## src/rtl/sensor_scheduler.sv

```systemverilog
// -----------------------------------------------------------------------------
// sensor_scheduler
//
// Time-multiplexes the SR04 ultrasonic controller and the DHT11 controller so
// that only one sensor is measuring at any time. Periodic timers and the
// manual run button raise per-sensor pending flags. An FSM serves one flag at
// a time: it issues a one-cycle start pulse, then waits for that sensor's done
// pulse or a timeout. Good results are latched into stable registers for the
// display mux. Failures set sticky error bits.
//
// Interface protocol: there is no valid/ready handshake on this block. Every
// control signal is a one-cycle pulse. A start pulse is fire-and-forget. A
// done pulse is sampled only in the matching WAIT state and is dropped
// otherwise. o_dist_vld / o_env_vld pulse for the one cycle after the result
// registers change.
//
// Ports
//   clk           system clock
//   rst           asynchronous reset, active low
//   i_enable      1 = automatic period timers run
//   i_manual_req  pulse: request both sensors
//   i_sr04_done   pulse: SR04 measurement finished, i_sr04_dist valid
//   i_sr04_dist   SR04 distance in cm
//   i_dht_done    pulse: DHT11 transaction finished
//   i_dht_valid   checksum ok, qualifies i_dht_done
//   i_dht_hum     humidity, integer part in [15:8]
//   i_dht_temp    temperature, integer part in [15:8]
//   o_sr04_start  start pulse to SR04 controller
//   o_dht_start   start pulse to DHT11 controller
//   o_dist        last good distance
//   o_hum         last good humidity integer
//   o_temp        last good temperature integer
//   o_dist_vld    pulse: o_dist updated
//   o_env_vld     pulse: o_hum/o_temp updated
//   o_busy        FSM not idle
//   o_err         sticky: [0] SR04 timeout, [1] DHT timeout or checksum fail
//   o_state       debug view of the FSM state register
// -----------------------------------------------------------------------------
module sensor_scheduler #(
  parameter int unsigned SR04_PERIOD = 10_000_000,
  parameter int unsigned DHT_PERIOD  = 200_000_000,
  parameter int unsigned SR04_TMO    = 3_000_000,
  parameter int unsigned DHT_TMO     = 5_000_000
) (
  input  logic        clk,
  input  logic        rst,
  input  logic        i_enable,
  input  logic        i_manual_req,
  input  logic        i_sr04_done,
  input  logic [8:0]  i_sr04_dist,
  input  logic        i_dht_done,
  input  logic        i_dht_valid,
  input  logic [15:0] i_dht_hum,
  input  logic [15:0] i_dht_temp,
  output logic        o_sr04_start,
  output logic        o_dht_start,
  output logic [8:0]  o_dist,
  output logic [7:0]  o_hum,
  output logic [7:0]  o_temp,
  output logic        o_dist_vld,
  output logic        o_env_vld,
  output logic        o_busy,
  output logic [1:0]  o_err,
  output logic [2:0]  o_state
);

  localparam int SPW = $clog2(SR04_PERIOD);
  localparam int DPW = $clog2(DHT_PERIOD);
  localparam int STW = (SR04_TMO > 1) ? $clog2(SR04_TMO) : 1;
  localparam int DTW = (DHT_TMO > 1) ? $clog2(DHT_TMO) : 1;
  // One timeout counter is shared: only one sensor can be waiting at a time.
  localparam int TW  = (STW > DTW) ? STW : DTW;

  localparam logic [SPW-1:0] SR04_CNT_LAST = SPW'(SR04_PERIOD - 1);
  localparam logic [DPW-1:0] DHT_CNT_LAST  = DPW'(DHT_PERIOD - 1);
  localparam logic [TW-1:0]  SR04_TMO_LAST = TW'(SR04_TMO - 1);
  localparam logic [TW-1:0]  DHT_TMO_LAST  = TW'(DHT_TMO - 1);

  typedef enum logic [2:0] {
    S_IDLE       = 3'd0,
    S_DHT_START  = 3'd1,
    S_DHT_WAIT   = 3'd2,
    S_SR04_START = 3'd3,
    S_SR04_WAIT  = 3'd4
  } state_t;

  state_t           state_q, state_d;
  logic [SPW-1:0]   sr04_cnt_q, sr04_cnt_d;
  logic [DPW-1:0]   dht_cnt_q, dht_cnt_d;
  logic             sr04_pend_q, sr04_pend_d;
  logic             dht_pend_q, dht_pend_d;
  logic             en_q;
  logic [TW-1:0]    tmo_q, tmo_d;
  logic [8:0]       dist_q, dist_d;
  logic [7:0]       hum_q, hum_d;
  logic [7:0]       temp_q, temp_d;
  logic             dist_vld_q, dist_vld_d;
  logic             env_vld_q, env_vld_d;
  logic [1:0]       err_q, err_d;

  logic             sr04_tick, dht_tick;
  logic             sr04_clr, dht_clr;
  logic             sr04_start, dht_start;
  logic             en_fall;

  // Fractional parts of the DHT11 words are not displayed.
  logic unused_frac;
  assign unused_frac = ^{i_dht_hum[7:0], i_dht_temp[7:0]};

  // ---------------------------------------------------------------------------
  // Period timers. Each one wraps at PERIOD-1 and raises a tick. While the
  // timers are disabled they are held at zero.
  // ---------------------------------------------------------------------------
  always_comb begin
    sr04_tick  = i_enable && (sr04_cnt_q == SR04_CNT_LAST);
    dht_tick   = i_enable && (dht_cnt_q == DHT_CNT_LAST);
    sr04_cnt_d = '0;
    dht_cnt_d  = '0;
    if (i_enable && !sr04_tick) sr04_cnt_d = sr04_cnt_q + SPW'(1);
    if (i_enable && !dht_tick)  dht_cnt_d  = dht_cnt_q + DPW'(1);
  end

  // ---------------------------------------------------------------------------
  // Pending flags. Timer-raised requests that are still unserved are dropped
  // when the timers are switched off (the 1->0 edge of i_enable). A later
  // manual request while disabled is still honoured. A set in the same cycle
  // as a clear wins, so a request that arrives while its own sensor is starting
  // gets one more run.
  // ---------------------------------------------------------------------------
  assign en_fall = en_q && !i_enable;

  always_comb begin
    sr04_pend_d = sr04_pend_q;
    dht_pend_d  = dht_pend_q;
    if (en_fall) begin
      sr04_pend_d = 1'b0;
      dht_pend_d  = 1'b0;
    end
    if (sr04_clr) sr04_pend_d = 1'b0;
    if (dht_clr)  dht_pend_d  = 1'b0;
    if (sr04_tick || i_manual_req) sr04_pend_d = 1'b1;
    if (dht_tick  || i_manual_req) dht_pend_d  = 1'b1;
  end

  // ---------------------------------------------------------------------------
  // Scheduler FSM: next state, result latching and error flags.
  // ---------------------------------------------------------------------------
  always_comb begin
    state_d    = state_q;
    tmo_d      = tmo_q;
    dist_d     = dist_q;
    hum_d      = hum_q;
    temp_d     = temp_q;
    dist_vld_d = 1'b0;
    env_vld_d  = 1'b0;
    err_d      = err_q;
    sr04_start = 1'b0;
    dht_start  = 1'b0;
    sr04_clr   = 1'b0;
    dht_clr    = 1'b0;

    case (state_q)
      S_IDLE: begin
        // DHT has priority. Its period is long, so it is rarely pending.
        if (dht_pend_q)       state_d = S_DHT_START;
        else if (sr04_pend_q) state_d = S_SR04_START;
      end
      S_DHT_START: begin
        dht_start = 1'b1;
        dht_clr   = 1'b1;
        tmo_d     = '0;
        state_d   = S_DHT_WAIT;
      end
      S_DHT_WAIT: begin
        // A done in the expiry cycle still counts as a completed transaction.
        if (i_dht_done) begin
          if (i_dht_valid) begin
            hum_d     = i_dht_hum[15:8];
            temp_d    = i_dht_temp[15:8];
            env_vld_d = 1'b1;
          end else begin
            err_d[1] = 1'b1;
          end
          state_d = S_IDLE;
        end else if (tmo_q == DHT_TMO_LAST) begin
          err_d[1] = 1'b1;
          state_d  = S_IDLE;
        end else begin
          tmo_d = tmo_q + TW'(1);
        end
      end
      S_SR04_START: begin
        sr04_start = 1'b1;
        sr04_clr   = 1'b1;
        tmo_d      = '0;
        state_d    = S_SR04_WAIT;
      end
      S_SR04_WAIT: begin
        if (i_sr04_done) begin
          dist_d     = i_sr04_dist;
          dist_vld_d = 1'b1;
          state_d    = S_IDLE;
        end else if (tmo_q == SR04_TMO_LAST) begin
          err_d[0] = 1'b1;
          state_d  = S_IDLE;
        end else begin
          tmo_d = tmo_q + TW'(1);
        end
      end
      default: state_d = S_IDLE;
    endcase
  end

  always_ff @(posedge clk or negedge rst) begin
    if (!rst) begin
      state_q     <= S_IDLE;
      sr04_cnt_q  <= '0;
      dht_cnt_q   <= '0;
      sr04_pend_q <= 1'b0;
      dht_pend_q  <= 1'b0;
      en_q        <= 1'b0;
      tmo_q       <= '0;
      dist_q      <= '0;
      hum_q       <= '0;
      temp_q      <= '0;
      dist_vld_q  <= 1'b0;
      env_vld_q   <= 1'b0;
      err_q       <= '0;
    end else begin
      state_q     <= state_d;
      sr04_cnt_q  <= sr04_cnt_d;
      dht_cnt_q   <= dht_cnt_d;
      sr04_pend_q <= sr04_pend_d;
      dht_pend_q  <= dht_pend_d;
      en_q        <= i_enable;
      tmo_q       <= tmo_d;
      dist_q      <= dist_d;
      hum_q       <= hum_d;
      temp_q      <= temp_d;
      dist_vld_q  <= dist_vld_d;
      env_vld_q   <= env_vld_d;
      err_q       <= err_d;
    end
  end

  // Start pulses are decoded from the registered state. Each START state
  // lasts exactly one cycle, so each pulse is one cycle wide and the two
  // pulses can never overlap.
  assign o_sr04_start = sr04_start;
  assign o_dht_start  = dht_start;
  assign o_dist       = dist_q;
  assign o_hum        = hum_q;
  assign o_temp       = temp_q;
  assign o_dist_vld   = dist_vld_q;
  assign o_env_vld    = env_vld_q;
  assign o_busy       = (state_q != S_IDLE);
  assign o_err        = err_q;
  assign o_state      = state_q;

endmodule

```

## config.mk

```make
export PLATFORM = sky130hd
export DESIGN_NAME = sensor_scheduler
export DESIGN_NICKNAME = d
export VERILOG_FILES = /design/src/rtl/sensor_scheduler.sv
export SDC_FILE = /design/constraint.sdc
export NUM_CORES = 1
export LEC_CHECK = 0
export ABC_CLOCK_PERIOD_IN_PS = 2120
export CORE_ASPECT_RATIO = 0.7
export CORE_UTILIZATION = 49
export DETAILED_ROUTE_END_ITERATION = 7
export PLACE_DENSITY = 0.86
export SETUP_SLACK_MARGIN = 0.15
export SLEW_MARGIN = 10
export SYNTH_ARGS = -nofsm -noshare
export SYNTH_HDL_FRONTEND = slang
export SYNTH_SLANG_ARGS = --single-unit
```

## constraint.sdc

```tcl
create_clock -name clk -period 2.12 [get_ports clk]
set_input_delay 0.424 -clock clk [delete_from_list [all_inputs] [get_ports clk]]
set_output_delay 0.424 -clock clk [all_outputs]
set_load 0.01 [all_outputs]
```

==> impl_metrics.json, run 1 <==
{
  "htree_levels": 3,
  "yosys_warnings": 0,
  "cp-end-kind": "flip-flop",
  "p_switching_uw": 2080,
  "clock_sinks": 110,
  "crit_required_ns": 2.37,
  "synth_common_cells": "dfrtp_1 (110), nor2_1 (69), nand2_1 (36), xnor2_1 (29), nand3_1 (26)",
  "synth_top_area_frac": 0.504,
  "yosys.cell_count.top_type": "dfrtp_1",
  "hpwl_um": 9400,
  "grt_pass1_vias": 4663,
  "finalSetupViolCount": 24,
  "path_class": "flip-flop to flip-flop",
  "synth_fp_nets": 588,
  "hold_violations": 0,
  "ant_nets": 0,
  "fin_crit_sh": 1.20,
  "combinationalPowerShare": 0.349,
  "tightest_slew_ns": 0.584,
  "period_minus_slack_ns": 2.54,
  "synth_area_leaders": "dfrtp_1 (50%), mux2_1 (5.2%), nor2_1 (4.7%)",
  "power.density_nw_per_um2": 912,
  "finalMaxSlewViolations": 0,
  "cts_hold_buf": 0,
  "fp-row-count": 31,
  "nets": 711,
  "drt-initial-drc-count": 512,
  "die_y_um": 90.3,
  "grt_max_degree": 43,
  "dieArea_um2": 11600,
  "skew_ns": 0.00880,
  "worstPathMaxFanout": 8,
  "synthArstFlopShare": 1.00,
  "syn_inst": 537,
  "detail_route.wirelength_um": 14600,
  "io_buffer_count": 66,
  "wl_per_cell_um": 18.0,
  "layout-drive-gt1-share": 0.174,
  "first_pass_iters": 5,
  "leakage_uw": 0.00303,
  "ys_types": 54,
  "worst_slack_ns": -0.415,
  "placed_cell_area_um2": 6690,
  "fmax_ghz": 0.394,
  "hp-class": "input pin to async pin",
  "viasPerCell": 6.00,
  "slew_headroom": 0.605,
  "cts_buffers": 9,
  "switching_share": 0.316,
  "area_delta_synth_final_pct": 32.6,
  "rrSetupSlack_ns": -0.42,
  "maxCapViolCount": 0,
  "critPathLaunchType": "flip-flop",
  "seq_area_um2": 2750,
  "dieWidth_um": 128,
  "routabilityCongestion": 0.874,
  "n_antenna_cell": 0,
  "path_clk_slew_ns": 0.08,
  "fill_cells": 711,
  "synth_seq_area_share": 0.504,
  "initial_utilization": 0.516,
  "peakVddDrop_v": 0.000468,
  "cp.arrival_ns": 2.78,
  "synth.avg_cell_area_um2": 10.2,
  "multi_input_area_um2": 2690,
  "synth-seq-cells": 110,
  "route.detailed.drc": 0,
  "failed_checks": "negative setup slack",
  "clkLatencyLatePin_ns": 0.36,
  "clockBufferDepth": 2,
  "cts-root-buf": "clkbuf_16",
  "num_vias": 4877,
  "tritoncts": "yes",
  "ys.flop_type": "dfrtp_1",
  "pre_cts_slack_ns": -0.0834,
  "clkPwrFrac": 0.257,
  "grt_overflow_total": 0,
  "grt_first_pass_wirelength_um": 22300,
  "synth-edff-count": 0,
  "p_int_uw": 4520,
  "rsz0062_at_grt": "yes",
  "core_region_area_um2": 10600,
  "synth_top_area_cell": "dfrtp_1",
  "track_usage": 0.244,
  "seq_power_share": 0.394,
  "run_status": "finished, violations left",
  "num_io_pins": 83,
  "syn_area_um2": 5460,
  "finalInstanceArea_um2": 7240,
  "antenna_found_initial": 0
}
[path summary, 6_finish.rpt]
kind                                 from             to  cells past startpoint
worst min register to register   o_err[1]       o_err[1]                      1
worst min-delay path                  rst  dht_cnt_q[15]                      1
worst max-delay path            tmo_q[17]      tmo_q[14]                      8
worst max register to register  tmo_q[17]      tmo_q[14]                      8
min in group clk                 o_err[1]       o_err[1]                      1
max in group asynchronous             rst     o_state[1]                      2
[metrics by stage]
| step | utilization | total power [uW] | hold WS, ns | cells | TNS [ns] |
|---|---|---|---|---|---|
| detailed placement | 0.632 | 4600 | 0.459 | 781 | -0.663 |
| global placement | 0.632 | 4520 | 0.435 | 781 | -0.111 |
| global route | 0.684 | 6880 | 0.103 | 813 | -8.39 |
| CTS | 0.666 | 6360 | 0.0769 | 801 | -0.463 |
| floorplan | - | 3480 | 0.128 | 537 | 0 |
| finish | 0.684 | 6600 | 0.0599 | 813 | -8.38 |
[timing repair]
action                                  in CTS  in global routing
endpoints found under the hold margin        0                  0
gates cloned                                 0                  3
endpoints found under the setup margin      26                 76
gates resized for setup                     15                 21
buffers inserted                             4                  9
pin swaps                                    2                 10
[layout make-up]
cell class,count,area share
flip-flops and latches,110,0.380
inverters,10,0.00518
clock inverters,6,0.00881
well taps,148,0.0256
clock buffers,10,0.0330
multi-input cells,398,0.372
repair buffers,131,0.175
[state kept, by name, indices dropped and copies added, names as in the netlist]
name         count
o_temp           8
o_dist_vld       1
o_state          3
sr04_cnt_q      24
sr04_pend_q      1
o_err            2
dht_pend_q       1
en_q             1
o_dist           9
o_hum            8
tmo_q           23
o_env_vld        1
dht_cnt_q       28
[logic make-up after synthesis]
family,count (synthesis),share of synthesized area
and+or+nand+nor,247,0.235
buffers and inverters,29,0.0241
muxes,26,0.0536
DFF,110,0.504
adders and majority gates,3,0.00687
xor gates and xnor gates,46,0.0738
AOI/OAI and AO/OA,76,0.102
[power groups by stage]
stage / logic (uW) / clock network, uW / registers [uW]
2_1_floorplan: 718 / 0 / 2760
3_3_place_gp: 1900 / 0 / 2620
3_5_place_dp: 1950 / 0 / 2650
4_1_cts: 2040 / 1720 / 2600
5_1_grt: 2440 / 1810 / 2640
6_report: 2300 / 1690 / 2600
[per-layer routing]
| metal | global-route usage | wire length [um] |
|---|---|---|
| met3 | 0.0539 | 1150 |
| met4 | 0.0990 | 551 |
| met2 | 0.399 | 7040 |
| met5 | 0 | 0 |
| met1 | 0.313 | 5910 |
[critical path, stage by stage (launching register included)]
cell and delay, ns:
dfrtp_1 0.40, nor4b_1 0.56, nand4_1 0.24, buf_6 0.19, o31ai_4 0.32, buf_4 0.19, buf_4 0.17, a21oi_1 0.09
a221o_1 0.26
[cells in the final DEF, fill, tap and decap left out, types with 9 or more instances in the layout]
cell               n
clkbuf_16         11
a221o_1           15
o21ai_0           11
xor2_1            17
nand4_1           23
clkdlybuf4s50_1   61
nor2_1            66
xnor2_1           29
nor4_1             9
nand3_1           26
a21oi_1           16
and2_1             9
inv_1              9
dfrtp_1          109
mux2_1            25
nand2_1           36
buf_4             54
and3_1            13
nor3_1            16
Note: power is estimated with default switching activity, not from simulation.
==> inputs of run 2 (changes only) <==
--- a/config.mk
+++ b/config.mk
@@ -5,11 +5,11 @@
 export SDC_FILE = /design/constraint.sdc
 export NUM_CORES = 1
 export LEC_CHECK = 0
-export ABC_CLOCK_PERIOD_IN_PS = 2120
+export ABC_CLOCK_PERIOD_IN_PS = 3000
 export CORE_ASPECT_RATIO = 0.7
-export CORE_UTILIZATION = 49
+export CORE_UTILIZATION = 55
 export DETAILED_ROUTE_END_ITERATION = 7
-export PLACE_DENSITY = 0.86
+export PLACE_DENSITY = 0.91
 export SETUP_SLACK_MARGIN = 0.15
 export SLEW_MARGIN = 10
 export SYNTH_ARGS = -nofsm -noshare
==> constraint.sdc (replaced) <==
create_clock -name clk -period 3 [get_ports clk]
set_input_delay 0.6 -clock clk [delete_from_list [all_inputs] [get_ports clk]]
set_output_delay 0.6 -clock clk [all_outputs]
set_load 0.01 [all_outputs]
==> run 2 against run 1 <==
The run now ends clean. Sequential power shrank 28%. Sequential share of layout area grew 3.6 points. Non-clock buffer count shrank 55. Clock skew grew 0.0010 ns. Register-to-register slack gained 0.72 ns. Worst hold slack gained 0.20 ns. Cell count shrank 9.2%. Largest power group unchanged.
==> impl_metrics.json, run 2 (synthesis gave the netlist of run 1 again) <==
{
  "cts-root-buf": "clkbuf_16",
  "maxCapViolCount": 0,
  "worstPathMaxFanout": 16,
  "hpwl_um": 8310,
  "route.detailed.drc": 0,
  "finalMaxSlewViolations": 0,
  "nets": 656,
  "slew_headroom": 0.569,
  "crit_path_end": "tmo_q[5]",
  "clock_sinks": 110,
  "cp.arrival_ns": 2.94,
  "holdWs_ns": 0.261,
  "io_buffer_count": 66,
  "fin_crit_sh": 0.900,
  "fmax_ghz": 0.370,
  "finalNonFillerCells": 738,
  "largest_reg_flops": 28,
  "finalSetupViolCount": 0,
  "num_io_pins": 83,
  "dp.cells": 722,
  "wl_per_cell_um": 16.5,
  "top_regs": "dht_cnt_q x28, sr04_cnt_q x24, tmo_q x23",
  "clkLatencyLatePin_ns": 0.36,
  "track_usage": 0.255,
  "tightest_slew_ns": 0.646,
  "fp-row-count": 30,
  "rsz0062_at_grt": "no",
  "die_y_um": 85.4,
  "htree_levels": 3,
  "rrSetupSlack_ns": 0.30,
  "grt_overflow_total": 0,
  "ant_nets": 0,
  "critPathLaunchType": "flip-flop",
  "routabilityCongestion": 0.872,
  "regMostFlops": "dht_cnt_q",
  "initial_utilization": 0.564,
  "dieWidth_um": 121,
  "core_region_area_um2": 9680,
  "final_util": 0.682,
  "final_common_cell": "dfrtp_1",
  "clockBufferDepth": 2,
  "reg2regPathDepth": 5,
  "leakage_uw": 0.00269,
  "area_delta_synth_final_pct": 21.0,
  "path_clk_slew_ns": 0.07,
  "crit_required_ns": 3.24,
  "viasPerCell": 6.11,
  "tritoncts": "yes",
  "cts_resized": 0,
  "layout-drive-gt1-share": 0.0639,
  "grt_max_degree": 59,
  "cts_setup_buffers": 0,
  "r2r_start": "tmo_q[13]",
  "num_vias": 4509,
  "setup_tns_ns": 0,
  "n_antenna_cell": 0,
  "power.density_nw_per_um2": 657,
  "antenna_found_initial": 0,
  "cts_buffers": 9,
  "skew_ns": 0.00980,
  "hp-class": "input pin to async pin",
  "detail_route.wirelength_um": 12200,
  "cp-end-kind": "flip-flop",
  "grt_first_pass_wirelength_um": 20700,
  "cts_hold_buf": 0,
  "startpoint": "tmo_q[13]",
  "grt_pass1_vias": 4374,
  "drt-initial-drc-count": 449,
  "dieArea_um2": 10300,
  "period_minus_slack_ns": 2.70,
  "r2r-end": "tmo_q[5]",
  "first_pass_iters": 5,
  "hold_violations": 0,
  "path_class": "flip-flop to flip-flop",
  "run_status": "completed",
  "mostFrequentLayoutCells": "dfrtp_1 (110), nor2_1 (69), clkdlybuf4s50_1 (65)",
  "peakVddDrop_v": 0.000337
}
run 2: where the power goes:
group | leakage [uW] | internal [uW] | switching [uW]
sequential | 0.00147 | 1700 | 161
clock | 0.000160 | 679 | 594
combinational | 0.00106 | 631 | 573
total | 0.00269 | 3010 | 1330
run 2: final cells by class:
cell class | instances | area (um2)
multi-input cells | 398 | 2580
inverters | 10 | 37.5
repair buffers | 76 | 746
flip-flops and latches | 110 | 2750
fillers | 711 | 3080
clock inverters | 7 | 103
well taps | 128 | 160
clock buffers | 9 | 225
run 2: layer usage:
layer	global-route usage	share of wire
met5	0	0
met4	0.0988	0.023
met3	0.0591	0.080
met2	0.408	0.46
met1	0.340	0.44
run 2: per-stage QoR:
| step | power (uW) | setup slack (ns) | area [um2] |
|---|---|---|---|
| after floorplan | 2440 | 0.881 | 5460 |
| after global placement | 3040 | 0.471 | 6280 |
| after detailed placement | 3090 | 0.407 | 6280 |
| after CTS | 4360 | 0.390 | 6610 |
| after global routing | 4540 | 0.155 | 6610 |
| final | 4340 | 0.301 | 6610 |
run 2: worst max-delay path, cell delays in order, from the launching register on:
cell     delay [ns]
dfrtp_1        0.44
nor4b_1        0.45
nand4_1        0.35
o31ai_4        0.56
nand2_2        0.34
a221o_1        0.42
run 2: worst min path at each step:
stage / cells past startpoint / endpoint / from
2_1_floorplan: 0 / dht_cnt_q[0] / rst
3_3_place_gp: 1 / o_err[1] / o_err[1]
3_5_place_dp: 1 / o_err[1] / o_err[1]
4_1_cts: 1 / tmo_q[15] / rst
5_1_grt: 1 / tmo_q[15] / rst
6_report: 1 / tmo_q[15] / rst
==> inputs of run 3 (changes only) <==
--- a/config.mk
+++ b/config.mk
@@ -8,6 +8,7 @@
 export ABC_CLOCK_PERIOD_IN_PS = 3000
 export CORE_ASPECT_RATIO = 0.7
 export CORE_UTILIZATION = 55
+export CTS_CLUSTER_SIZE = 12
 export DETAILED_ROUTE_END_ITERATION = 7
 export PLACE_DENSITY = 0.91
 export SETUP_SLACK_MARGIN = 0.15
==> results of run 3 <==
Same layout as run 2: the final DEF is identical, and so are final timing and power.
